==> src/rtl/shreg_pkg.sv <==
// Shared op-codes, FSM state encoding and op classification for the shift register engine.
package shreg_pkg;

  localparam logic [2:0] OP_LOAD = 3'd0;
  localparam logic [2:0] OP_SHL  = 3'd1;
  localparam logic [2:0] OP_SHR  = 3'd2;
  localparam logic [2:0] OP_ROL  = 3'd3;
  localparam logic [2:0] OP_ROR  = 3'd4;

  localparam logic [0:0] ST_IDLE  = 1'b0;
  localparam logic [0:0] ST_SHIFT = 1'b1;

  function automatic logic is_shift_op(input logic [2:0] op);
    case (op)
      OP_SHL, OP_SHR, OP_ROL, OP_ROR: return 1'b1;
      default:                        return 1'b0;
    endcase
  endfunction

endpackage

==> src/rtl/shreg_step.sv <==
// Combinational single-step next-value logic; non-shift ops pass q through unchanged.
module shreg_step
  import shreg_pkg::*;
#(
  parameter int WIDTH = 8
) (
  input  logic [2:0]       op,
  input  logic [WIDTH-1:0] q,
  input  logic             sin,
  output logic [WIDTH-1:0] q_step
);

  always_comb begin
    q_step = q;
    case (op)
      OP_SHL:  q_step = {q[WIDTH-2:0], sin};
      OP_SHR:  q_step = {sin, q[WIDTH-1:1]};
      OP_ROL:  q_step = {q[WIDTH-2:0], q[WIDTH-1]};
      OP_ROR:  q_step = {q[0], q[WIDTH-1:1]};
      default: q_step = q;
    endcase
  end

endmodule

==> src/rtl/shift_reg_engine.sv <==
// Universal shift register with command handshake: load, and burst shift/rotate by a count.
// Optional registered parity output enabled by defining SHREG_PARITY_EN.
module shift_reg_engine
  import shreg_pkg::*;
#(
  parameter int WIDTH = 8,
  parameter int CNT_W = 4
) (
  input  logic             clk,
  input  logic             rst,
  input  logic             cmd_valid,
  output logic             cmd_ready,
  input  logic [2:0]       cmd_op,
  input  logic [CNT_W-1:0] cmd_count,
  input  logic [WIDTH-1:0] din,
  input  logic             sin,
  input  logic             stall,
  output logic [WIDTH-1:0] q,
  output logic             sout_l,
  output logic             sout_r,
  output logic             busy,
  output logic             done
`ifdef SHREG_PARITY_EN
  ,
  output logic             parity
`endif
);

  logic [0:0]       state, state_next;
  logic [2:0]       op_r, op_next;
  logic [CNT_W-1:0] remaining, rem_next;
  logic [WIDTH-1:0] q_next, q_step;
  logic             done_next;
  logic             accept;

  shreg_step #(.WIDTH(WIDTH)) u_step (
    .op     (op_r),
    .q      (q),
    .sin    (sin),
    .q_step (q_step)
  );

  assign busy      = (state == ST_SHIFT);
  assign cmd_ready = ~busy;
  assign accept    = cmd_valid & cmd_ready;
  assign sout_l    = q[WIDTH-1];
  assign sout_r    = q[0];

  // Next-state is computed in one place so parity can be registered from q_next on the same edge as q.
  always_comb begin
    state_next = state;
    op_next    = op_r;
    rem_next   = remaining;
    q_next     = q;
    done_next  = 1'b0;
    case (state)
      ST_IDLE: begin
        if (accept) begin
          if (cmd_op == OP_LOAD) begin
            q_next    = din;
            done_next = 1'b1;
          end else if (is_shift_op(cmd_op) && (cmd_count != '0)) begin
            state_next = ST_SHIFT;
            op_next    = cmd_op;
            rem_next   = cmd_count;
          end else begin
            done_next = 1'b1;
          end
        end
      end
      ST_SHIFT: begin
        if (!stall) begin
          q_next   = q_step;
          rem_next = remaining - 1'b1;
          if (remaining == CNT_W'(1)) begin
            state_next = ST_IDLE;
            done_next  = 1'b1;
          end
        end
      end
      default: state_next = ST_IDLE;
    endcase
  end

  always_ff @(posedge clk or posedge rst) begin
    if (rst) begin
      state     <= ST_IDLE;
      op_r      <= OP_LOAD;
      remaining <= '0;
      q         <= '0;
      done      <= 1'b0;
    end else begin
      state     <= state_next;
      op_r      <= op_next;
      remaining <= rem_next;
      q         <= q_next;
      done      <= done_next;
    end
  end

`ifdef SHREG_PARITY_EN
  always_ff @(posedge clk or posedge rst) begin
    if (rst) parity <= 1'b0;
    else     parity <= ^q_next;
  end
`endif

endmodule

==> config.mk <==
export PLATFORM = sky130hd
export DESIGN_NAME = shift_reg_engine
export DESIGN_NICKNAME = d
export VERILOG_FILES = /design/src/rtl/shreg_pkg.sv /design/src/rtl/shreg_step.sv /design/src/rtl/shift_reg_engine.sv
export SDC_FILE = /design/constraint.sdc
export NUM_CORES = 1
export LEC_CHECK = 0
export ABC_AREA = 0
export CAP_MARGIN = 10
export CORE_MARGIN = 2
export CORE_UTILIZATION = 43
export DETAILED_ROUTE_END_ITERATION = 8
export PLACE_DENSITY = 0.72
export SLEW_MARGIN = 10
export SYNTH_ARGS = -nofsm -noshare
export SYNTH_HDL_FRONTEND = slang
export SYNTH_HIERARCHICAL = 1
export SYNTH_SLANG_ARGS = --single-unit
==> constraint.sdc <==
create_clock -name clk -period 1.5 [get_ports clk]
set_input_delay 0.3 -clock clk [delete_from_list [all_inputs] [get_ports clk]]
set_output_delay 0.3 -clock clk [all_outputs]
set_load 0.005 [all_outputs]
==> summary.txt, run 1 <==
Setup path
  – Critical path's slowest cell: dfrtp_2
  – Crit-path cells: buf_6 > or3_1 > a21boi_2 > a221oi_2 > mux2i_1 > o21ai_1
  – Critical path required time: 1.69 ns
  – CP peak stage delay: 0.48 ns
  – CP Buf/Inv Count: 1
  – Reg2reg start: op_r[2]
  – Setup crit end kind: register
  – Arr. time, crit path: 1.72 ns
  – Critical path class: reg2reg
  – Worst-case reg-to-reg path depth: 6
  – Crit path max-delay family: flip-flops
  – Startpoint Class: register
  – R2R setup slack: -0.03 ns
  – Reg2reg end: q[2]
  – Crit path max fanout: 6

Timing
  – Final hold violations: 0
  – Final Max Slew Viols: 0
  – Final period util: 101.9%
  – Max Fclk: 654.2 MHz
  – Worst setup margin: -0.02848 ns
  – Setup TNS Final: -0.03650 ns
  – Endpoints failing setup: 3
  – Crit path time final: 1.528 ns
  – Rel. slew slack: 74.49%
  – RSZ-0062 raised after global routing: yes
  – Actual slew at the worst max-slew pin: 0.3816 ns
  – Clock skew: 0.007219 ns

Route
  – WL/cell: 14.89 um
  – Total Wirelength: 3603 um
  – Drc violations: 0
  – Routed vias: 1354
  – Drt pass-1 iters: 4
  – Iteration-0 DRC Markers: 63
  – Antenna-violating nets left: 0
  – DR vias/cell: 5.595

Synth
  – Post-Syn Nets: 165
  – Post-synthesis sequential area ratio: 33.73%
  – Post-synth EDFFs: 0
  – FF+latch count, synth: 17
  – Yosys warns: 6
  – Post-synth top cells: dfrtp_1 (17), nand2_1 (17), o21ai_0 (17), mux2i_1 (10), nor3_1 (7)
  – Fraction of registers with async set/reset: 100.0%
  – Avg Inst Size Synth: 8.820 um2
  – Synth unique cells: 42
  – Top_reg_cell synth: dfrtp_1
  – Largest cells by area after synthesis: dfrtp_1 (34%), mux2i_1 (7.9%), o21ai_0 (6.7%), nand2_1 (5.1%), a221oi_1 (3.5%)
  – Mapped cell area: 1261 um2
  – Area fraction of the dominant cell type after synthesis: 33.73%
  – Largest area contributor in the netlist: dfrtp_1
  – Syn Inst Count: 143

Layout
  – Area grow syn2layout: 62.20%
  – Nets: 234
  – Ant. Diodes: 0
  – Fin cells: 242
  – Filler cell count: 213
  – Area occupied by multi-input gates: 867.1 um2
  – Final core occ: 73.55%
  – Register area: 431.7 um2
  – Layout cell share with drive strength beyond 1: 39.34%

Power and ir drop
  – Max VDD drop: 0.001465 V
  – Internal: 2539 uW
  – Switching Share: 41.30%
  – LEAKAGE: 0.0009833 uW
  – Switch Pwr: 1786 uW
  – Sequential Power Share: 22.0%
  – Clock network fraction of total power: 5.8%
  – Power consumption: 4326 uW
  – Logic pwr share: 72.2%
  – PD cells: 2114 nW/um2

Placement
  – Port Buffers: 32
  – DP Cell Count: 223
  – GPL Wtd Cong: 0.8243
  – Worst slack, placed: -0.3930 ns
  – Post-DP HPWL: 2446 um

GRT
  – Initial antenna violation count: 0
  – Largest net degree at the start of global routing: 18
  – Number of global-route vias before repair: 1355
  – GRT overflow: 0
  – First-pass GRT wire length: 5740 um
  – GRT Util Overall: 22.02%

Die
  – Die Area: 3382 um2
  – Core footprint: 2781 um2
  – Die width: 58.16 um
  – Initial Util: 45.34%
  – Rows: 19
  – Die H: 58.16 um
  – I/O pins: 33

Worst hold path
  – Worst hold path type: in2async

Clock network
  – CTS tree: done
  – Clk_lat worst skew: 0.30 ns
  – CTS Buf Count: 3
  – Clock Sinks: 17
  – Hold Buf Count CTS: 0
  – CTS root buf: clkbuf_4
  – CTS Buffer Depth: 2
  – # H-tree levels: 1
  – Clock Pin Slew Worst Setup and Hold Paths: 0.10 ns

Status
  – Failing checks: negative setup slack
  – Status: complete, but fails checks

Run
  – Max Cap Violations: 0
==> state kept, by name (all words and copies together) (netlist names) <==
signal     cells
q              8
busy           1
op_r           3
done           1
remaining      4
==> power groups by stage <==
stage	Sequential [uW]	Clock [uW]	Combinational, uW
after floorplan	906	0	1460
after global placement	994	0	2240
after detailed placement	1020	0	2300
after CTS	919	256	2730
after global routing	987	277	3390
final	952	249	3120
==> cells in the final DEF, fill, tap and decap left out, types with 2 or more instances in the layout <==
cell	count
a21boi_2	4
a221oi_2	6
and3_1	2
buf_4	37
buf_6	4
clkbuf_4	3
clkdlybuf4s50_1	19
dfrtp_1	12
dfrtp_2	5
dlygate4sd2_1	9
dlymetal6s2s_1	4
ha_1	2
inv_1	5
mux2_2	2
mux2i_1	10
nand2_1	17
nand2b_1	5
nor2_1	5
nor2b_2	2
nor3_1	3
nor3_2	3
o21a_1	2
o21ai_0	3
o21ai_1	15
o21ai_2	2
or2b_1	2
or3_1	3
or3_4	2
==> worst reg2reg max path: cells and delay by family, from the launching register on <==
kind	cells	cell delay (ns)
flip-flops	1	0.48
AND/OR/NAND/NOR	1	0.36
AO/OA/AOI/OAI	3	0.29
buffers and inverters	1	0.15
multiplexers	1	0.14
==> layout make-up <==
| cell class | instances | area share [%] |
|---|---|---|
| repair buffers | 74 | 32.35 |
| clock buffers | 3 | 1.101 |
| multi-input cells | 111 | 42.39 |
| inverters | 5 | 0.9174 |
| clock inverters | 1 | 0.2446 |
| flip-flops and latches | 17 | 21.10 |
| well taps | 31 | 1.896 |
==> cells by family after synthesis <==
kind of cell | Yosys count | synth area share, %
buffers and inverters | 15 | 6.944
adders and majority gates | 2 | 1.984
AOI/OAI and AO/OA | 43 | 23.81
DFF | 17 | 33.73
muxes | 12 | 9.722
and+or+nand+nor | 54 | 23.81
==> worst max-delay path by stage <==
stage / to / slack, ns / cells past startpoint / start
2_1_floorplan: remaining[2] / 0.002 / 5 / cmd_count[2]
3_3_place_gp: remaining[2] / -0.36 / 5 / cmd_count[2]
3_5_place_dp: remaining[2] / -0.39 / 5 / cmd_count[2]
4_1_cts: q[5] / -0.02 / 6 / op_r[2]
5_1_grt: q[4] / -0.12 / 6 / op_r[2]
6_report: q[2] / -0.03 / 6 / op_r[2]
==> stage by stage <==
stage	hold WS, ns	cell area (um2)
after CTS	0.2962	1927
after floorplan	0.2261	1261
final	0.2936	2046
after detailed placement	0.5467	1767
after global placement	0.5344	1767
after global routing	0.3176	2046
==> repair_timing <==
| action | in CTS | in global routing |
|---|---|---|
| pin swaps | 7 | 18 |
| buffers inserted | 16 | 0 |
| gates cloned | 0 | 0 |
| setup endpoints to repair | 25 | 16 |
| resized for setup | 27 | 40 |
==> layer usage <==
metal | GRT usage, % | share of wire (%) | vias to the layer above
met5 | 0 | 0 | -
met4 | 10.30 | 1.5 | 0
met3 | 2.902 | 4.5 | 8
met2 | 38.96 | 53 | 45
met1 | 26.30 | 41 | 642
li1 | - | - | 659
Note: power is estimated with default switching activity, not from simulation.
==> run 2: changes to the inputs <==
--- a/config.mk
+++ b/config.mk
@@ -11,6 +11,7 @@
 export CORE_UTILIZATION = 43
 export DETAILED_ROUTE_END_ITERATION = 8
 export PLACE_DENSITY = 0.72
+export SETUP_SLACK_MARGIN = 0.15
 export SLEW_MARGIN = 10
 export SYNTH_ARGS = -nofsm -noshare
 export SYNTH_HDL_FRONTEND = slang
==> summary.txt, run 2 (synthesis results as in run 1) <==
Die
  – Core footprint: 2781 um2
  – Die H: 58.16 um
  – I/O pins: 33
  – Die width: 58.16 um
  – Rows: 19
  – Initial Util: 45.34%
  – Die Area: 3382 um2

Layout
  – Ant. Diodes: 0
  – Biggest regs: q: 8 flops, remaining: 4 flops, op_r: 3 flops
  – Most common cell after layout, fill and taps aside: buf_4
  – Final Cell Area: 2048 um2
  – Most frequent cells in the layout: buf_4 (30), dlygate4sd2_1 (16), nand2_1 (13)
  – Final core occ: 73.64%
  – Biggest register: q
  – Nets: 230
  – Filler cell count: 208
  – Area grow syn2layout: 62.40%
  – Layout cell share with drive strength beyond 1: 43.96%
  – Max FFs per register: 8

Setup path
  – Crit path max fanout: 26
  – Setup crit end kind: register
  – Critical path required time: 1.67 ns
  – Crit-path cells: buf_12 > or3_1 > a21boi_2 > a221oi_2 > mux2i_1 > o21ai_0
  – Arr. time, crit path: 1.69 ns
  – CP peak stage delay: 0.41 ns
  – CP Buf/Inv Count: 1
  – Startpoint Class: register
  – Crit path max-delay family: flip-flops
  – Critical path class: reg2reg
  – Critical path's slowest cell: dfrtp_1
  – R2R setup slack: -0.01 ns

GRT
  – Initial antenna violation count: 0
  – Number of global-route vias before repair: 1478
  – First-pass GRT wire length: 6244 um
  – Largest net degree at the start of global routing: 27
  – GRT Util Overall: 23.57%
  – GRT overflow: 0

Clock network
  – CTS Buf Count: 3
  – Clk_lat worst skew: 0.30 ns
  – CTS tree: done
  – Clock Sinks: 17
  – CTS Buffer Depth: 2
  – CTS root buf: clkbuf_4
  – # H-tree levels: 1
  – Clock Pin Slew Worst Setup and Hold Paths: 0.10 ns

Timing
  – Clock skew: 0.001126 ns
  – Endpoints failing setup: 2
  – Setup TNS Final: -0.02669 ns
  – RSZ-0062 raised after global routing: yes
  – Final Max Slew Viols: 0
  – Max Fclk: 660.6 MHz
  – Actual slew at the worst max-slew pin: 0.4641 ns
  – Worst setup margin: -0.01373 ns
  – Hold slack: 0.3010 ns
  – Crit path time final: 1.514 ns
  – Final period util: 100.9%
  – Final hold violations: 0
  – Rel. slew slack: 68.82%

Route
  – Iteration-0 DRC Markers: 43
  – Total Wirelength: 3861 um
  – Antenna-violating nets left: 0
  – DR vias/cell: 5.723
  – WL/cell: 16.22 um
  – Drc violations: 0
  – Routed vias: 1362
  – Drt pass-1 iters: 4

Run
  – Max Cap Violations: 0

Placement
  – Post-DP HPWL: 2493 um
  – Area after DPL: 1738 um2
  – GPL Wtd Cong: 0.8402
  – Port Buffers: 32

Power and ir drop
  – Clock network fraction of total power: 6.1%
  – Switch Pwr: 1815 uW
  – Sequential Power Share: 22.8%
  – LEAKAGE: 0.0009564 uW
  – Max VDD drop: 0.001405 V
  – PD cells: 2057 nW/um2
  – Internal: 2399 uW
  – Logic pwr share: 71.1%
  – Switching Share: 43.08%

Status
  – Status: complete, but fails checks
  – Failing checks: negative setup slack

Worst hold path
  – Worst hold path type: in2async
## run 2: changes by cell type in the layout (fill, tap and decap cells not counted), moves of 2 or more
cell	before	now
nand2_2	0	2
buf_6	4	8
dlymetal6s2s_1	4	0
nand2_1	17	13
nand2_4	0	2
clkdlybuf4s50_1	19	12
o21ai_1	15	7
buf_2	0	2
o21ai_2	2	4
buf_4	37	30
o21ai_0	3	9
dlygate4sd2_1	9	16
## run 2: per-layer routing
| metal | wire (um) | vias to the layer above | global-route usage (%) |
|---|---|---|---|
| met5 | 0 | - | 0 |
| met2 | 2060 | 48 | 42.86 |
| met4 | 95 | 0 | 11.63 |
| met1 | 1558 | 652 | 26.62 |
| li1 | - | 649 | - |
| met3 | 146 | 13 | 3.571 |
## run 2: cell type report
type                    instances  area [um2]  share of cell area [%]
multi-input cells             111       912.1                   44.53
repair buffers                 70       615.6                   30.06
flip-flops and latches         17       432.9                   21.14
well taps                      31       38.79                   1.894
clock buffers                   3       22.52                   1.100
inverters                       5       21.27                   1.038
clock inverters                 1       5.005                  0.2443
## run 2: worst min-delay path: cells and delay by family
family / cells / cell delay [ns]
buf+inv: 3 / 0.68
## run 2: worst paths after layout
| kind | cells after the start | to | startpoint |
|---|---|---|---|
| max | 6 | q[4] | op_r[2] |
| min | 3 | done | rst |
| max reg2reg | 6 | q[4] | op_r[2] |
| min reg2reg | 2 | q[7] | q[7] |
| max in group asynchronous | 3 | q[7] | rst |
| min in group clk | 3 | remaining[1] | cmd_count[1] |
## run 2: repair_timing
item / in CTS / in global routing
pin swaps: 12 / 17
hold buffers: 0 / 0
setup endpoints to repair: 30 / 18
setup buffers: 18 / 1
gates resized for setup: 50 / 33
## run 2: metrics by stage
stage | power [uW] | cells | setup WS (ns)
2_1_floorplan | 2452 | 143 | 0.04474
3_3_place_gp | 3222 | 215 | -0.3294
3_5_place_dp | 3288 | 215 | -0.3937
4_1_cts | 3813 | 237 | -0.007400
5_1_grt | 4532 | 238 | -0.09620
6_report | 4214 | 238 | -0.01373
## run 2: power by group through the flow
stage	Sequential, uW	Clock (uW)	Combinational, uW
6_report	962	256	3000
2_1_floorplan	920	0	1530
5_1_grt	996	275	3260
4_1_cts	932	256	2620
3_3_place_gp	1010	0	2220
3_5_place_dp	1030	0	2260
==> run 3: changes to the inputs <==
--- a/config.mk
+++ b/config.mk
@@ -8,12 +8,12 @@
 export ABC_AREA = 0
 export CAP_MARGIN = 10
 export CORE_MARGIN = 2
-export CORE_UTILIZATION = 43
+export CORE_UTILIZATION = 42
 export DETAILED_ROUTE_END_ITERATION = 8
 export PLACE_DENSITY = 0.72
-export SETUP_SLACK_MARGIN = 0.15
+export SETUP_SLACK_MARGIN = 0.02
+export SKIP_CTS_REPAIR_TIMING = 1
 export SLEW_MARGIN = 10
 export SYNTH_ARGS = -nofsm -noshare
 export SYNTH_HDL_FRONTEND = slang
-export SYNTH_HIERARCHICAL = 1
 export SYNTH_SLANG_ARGS = --single-unit
==> summary.txt, run 3 <==
Setup path
  – Startpoint Class: register
  – Setup crit end kind: register
  – Worst-case reg-to-reg path depth: 4
  – Crit path max fanout: 8
  – Arr. time, crit path: 1.69 ns
  – Critical path class: reg2reg
  – R2R setup slack: -0.01 ns
  – Reg2reg start: busy
  – Critical path required time: 1.68 ns
  – Reg2reg end: q[0]
  – Worst Setup EP: q[0]
  – Crit. Startpoint: busy

Route
  – WL/cell: 15.43 um
  – DR vias/cell: 5.581
  – Antenna-violating nets left: 0
  – Routed vias: 1172
  – Drt pass-1 iters: 4
  – Total Wirelength: 3240 um
  – Drc violations: 0
  – Iteration-0 DRC Markers: 31

Status
  – Status: complete, but fails checks
  – Failing checks: negative setup slack

Layout
  – Most frequent cells in the layout: buf_4 (30), dlymetal6s2s_1 (19), dfrtp_1 (14)
  – Max FFs per register: 8
  – Area grow syn2layout: 69.32%
  – Biggest register: q
  – Biggest regs: q: 8 flops, remaining: 4 flops, op_r: 3 flops
  – Final core occ: 75.25%
  – Ant. Diodes: 0
  – Most common cell after layout, fill and taps aside: buf_4
  – Layout cell share with drive strength beyond 1: 37.22%
  – Filler cell count: 165
  – Nets: 203
  – Register area: 429.2 um2
  – Area occupied by multi-input gates: 696.9 um2
  – Final Cell Area: 1864 um2

Clock network
  – Clk_lat worst skew: 0.28 ns
  – CTS tree: done
  – # H-tree levels: 1
  – CTS Buffer Depth: 2
  – Clock Pin Slew Worst Setup and Hold Paths: 0.10 ns
  – CTS root buf: clkbuf_4
  – Clock Sinks: 17
  – CTS Buf Count: 3

Die
  – Core footprint: 2477 um2
  – Die width: 55.20 um
  – Rows: 18
  – Die H: 55.20 um
  – I/O pins: 33
  – Initial Util: 44.44%
  – Die Area: 3047 um2

Power and ir drop
  – Sequential Power Share: 25.5%
  – LEAKAGE: 0.0009925 uW
  – Switch Pwr: 1492 uW
  – Max VDD drop: 0.001541 V
  – Internal: 2270 uW
  – Clock network fraction of total power: 6.3%
  – Switching Share: 39.66%
  – PD cells: 2018 nW/um2
  – Logic pwr share: 68.1%

Timing
  – Hold slack: 0.3063 ns
  – Final Max Slew Viols: 0
  – Endpoints failing setup: 3
  – Setup TNS Final: -0.02845 ns
  – Actual slew at the worst max-slew pin: 0.2551 ns
  – Rel. slew slack: 82.86%
  – Max Fclk: 661.1 MHz
  – Final hold violations: 0
  – Clock skew: 0.003122 ns
  – RSZ-0062 raised after global routing: yes
  – Crit path time final: 1.513 ns
  – Worst setup margin: -0.01267 ns
  – Final period util: 100.8%

Synth
  – Area fraction of the dominant cell type after synthesis: 38.64%
  – Most frequent cell after synthesis: dfrtp_1
  – Largest cells by area after synthesis: dfrtp_1 (39%), mux2_2 (11%), o21ai_0 (5.0%), a31oi_1 (4.5%), nand3_1 (4.1%)
  – Synth unique cells: 34
  – Top_reg_cell synth: dfrtp_1
  – Post-synthesis sequential area ratio: 38.64%
  – FF+latch count, synth: 17
  – Yosys warns: 0
  – Largest area contributor in the netlist: dfrtp_1
  – Avg Inst Size Synth: 9.253 um2
  – Post-Syn Nets: 141
  – Post-synth top cells: dfrtp_1 (17), mux2_2 (11), nor2_1 (11), o21ai_0 (11), nand3_1 (9)
  – Mapped cell area: 1101 um2
  – Fraction of registers with async set/reset: 100.0%
  – Post-synth EDFFs: 0
  – Syn Inst Count: 119

Run
  – Max Cap Violations: 0

GRT
  – Initial antenna violation count: 0
  – Largest net degree at the start of global routing: 18
  – Number of global-route vias before repair: 1114
  – GRT overflow: 0
  – GRT Util Overall: 19.10%
  – First-pass GRT wire length: 4754 um

Worst hold path
  – Worst hold path type: in2async

Placement
  – Worst slack, placed: -0.5680 ns
  – Area after DPL: 1615 um2
  – GPL Wtd Cong: 0.8238
  – Port Buffers: 32
  – Post-DP HPWL: 2191 um
## run 3: worst max-delay path, cell delays in order, from the launching register on
cell,delay (ns)
dfrtp_2,0.46
buf_6,0.15
o32ai_4,0.30
buf_12,0.17
mux2_2,0.33
## run 3: cells by family (layout without fill, tap and decap cells)
family,after synthesis,after routing,synth area share (%)
DFF,17,17,38.64
xor gates and xnor gates,3,3,2.387
AOI/OAI and AO/OA,30,30,19.09
muxes,13,13,13.07
and+or+nand+nor,38,38,18.18
adders and majority gates,2,2,2.272
buffers and inverters,16,77,6.364
## run 3: power groups by stage
stage	sequential [uW]	combinational (uW)	clock, uW
6_report	961	2560	238
3_3_place_gp	950	1980	0
2_1_floorplan	873	1220	0
4_1_cts	949	2040	248
3_5_place_dp	958	2040	0
5_1_grt	994	2780	273
## run 3: metal layers
metal / vias up / wire, um / global-route usage, %
met5: - / 0 / 0
met4: 0 / 53 / 6.620
met3: 10 / 178 / 2.810
met2: 54 / 1704 / 36.56
met1: 549 / 1304 / 21.10
li1: 559 / - / -
## run 3: worst min path at each step
stage,slack [ns],cells after the start,end,start
finish,0.31,3,remaining[3],rst
floorplan,0.23,1,busy,rst
CTS,0.32,3,q[1],rst
global route,0.33,3,done,rst
detailed placement,0.54,1,op_r[1],op_r[1]
global placement,0.53,1,op_r[1],op_r[1]
## run 3: per-stage QoR
step	std cells	power [uW]
2_1_floorplan	119	2095
3_3_place_gp	195	2929
3_5_place_dp	195	2995
4_1_cts	199	3241
5_1_grt	210	4044
6_report	210	3762
## run 3: cell type report
type                            instances  share of cell area [%]
Clock inverter                          1                  0.2685
Clock buffer                            3                   1.208
Timing Repair Buffer                   66                   34.70
Sequential cell                        17                   23.02
Multi-Input combinational cell         86                   37.38
Tap cell                               30                   2.013
Inverter                                7                   1.409
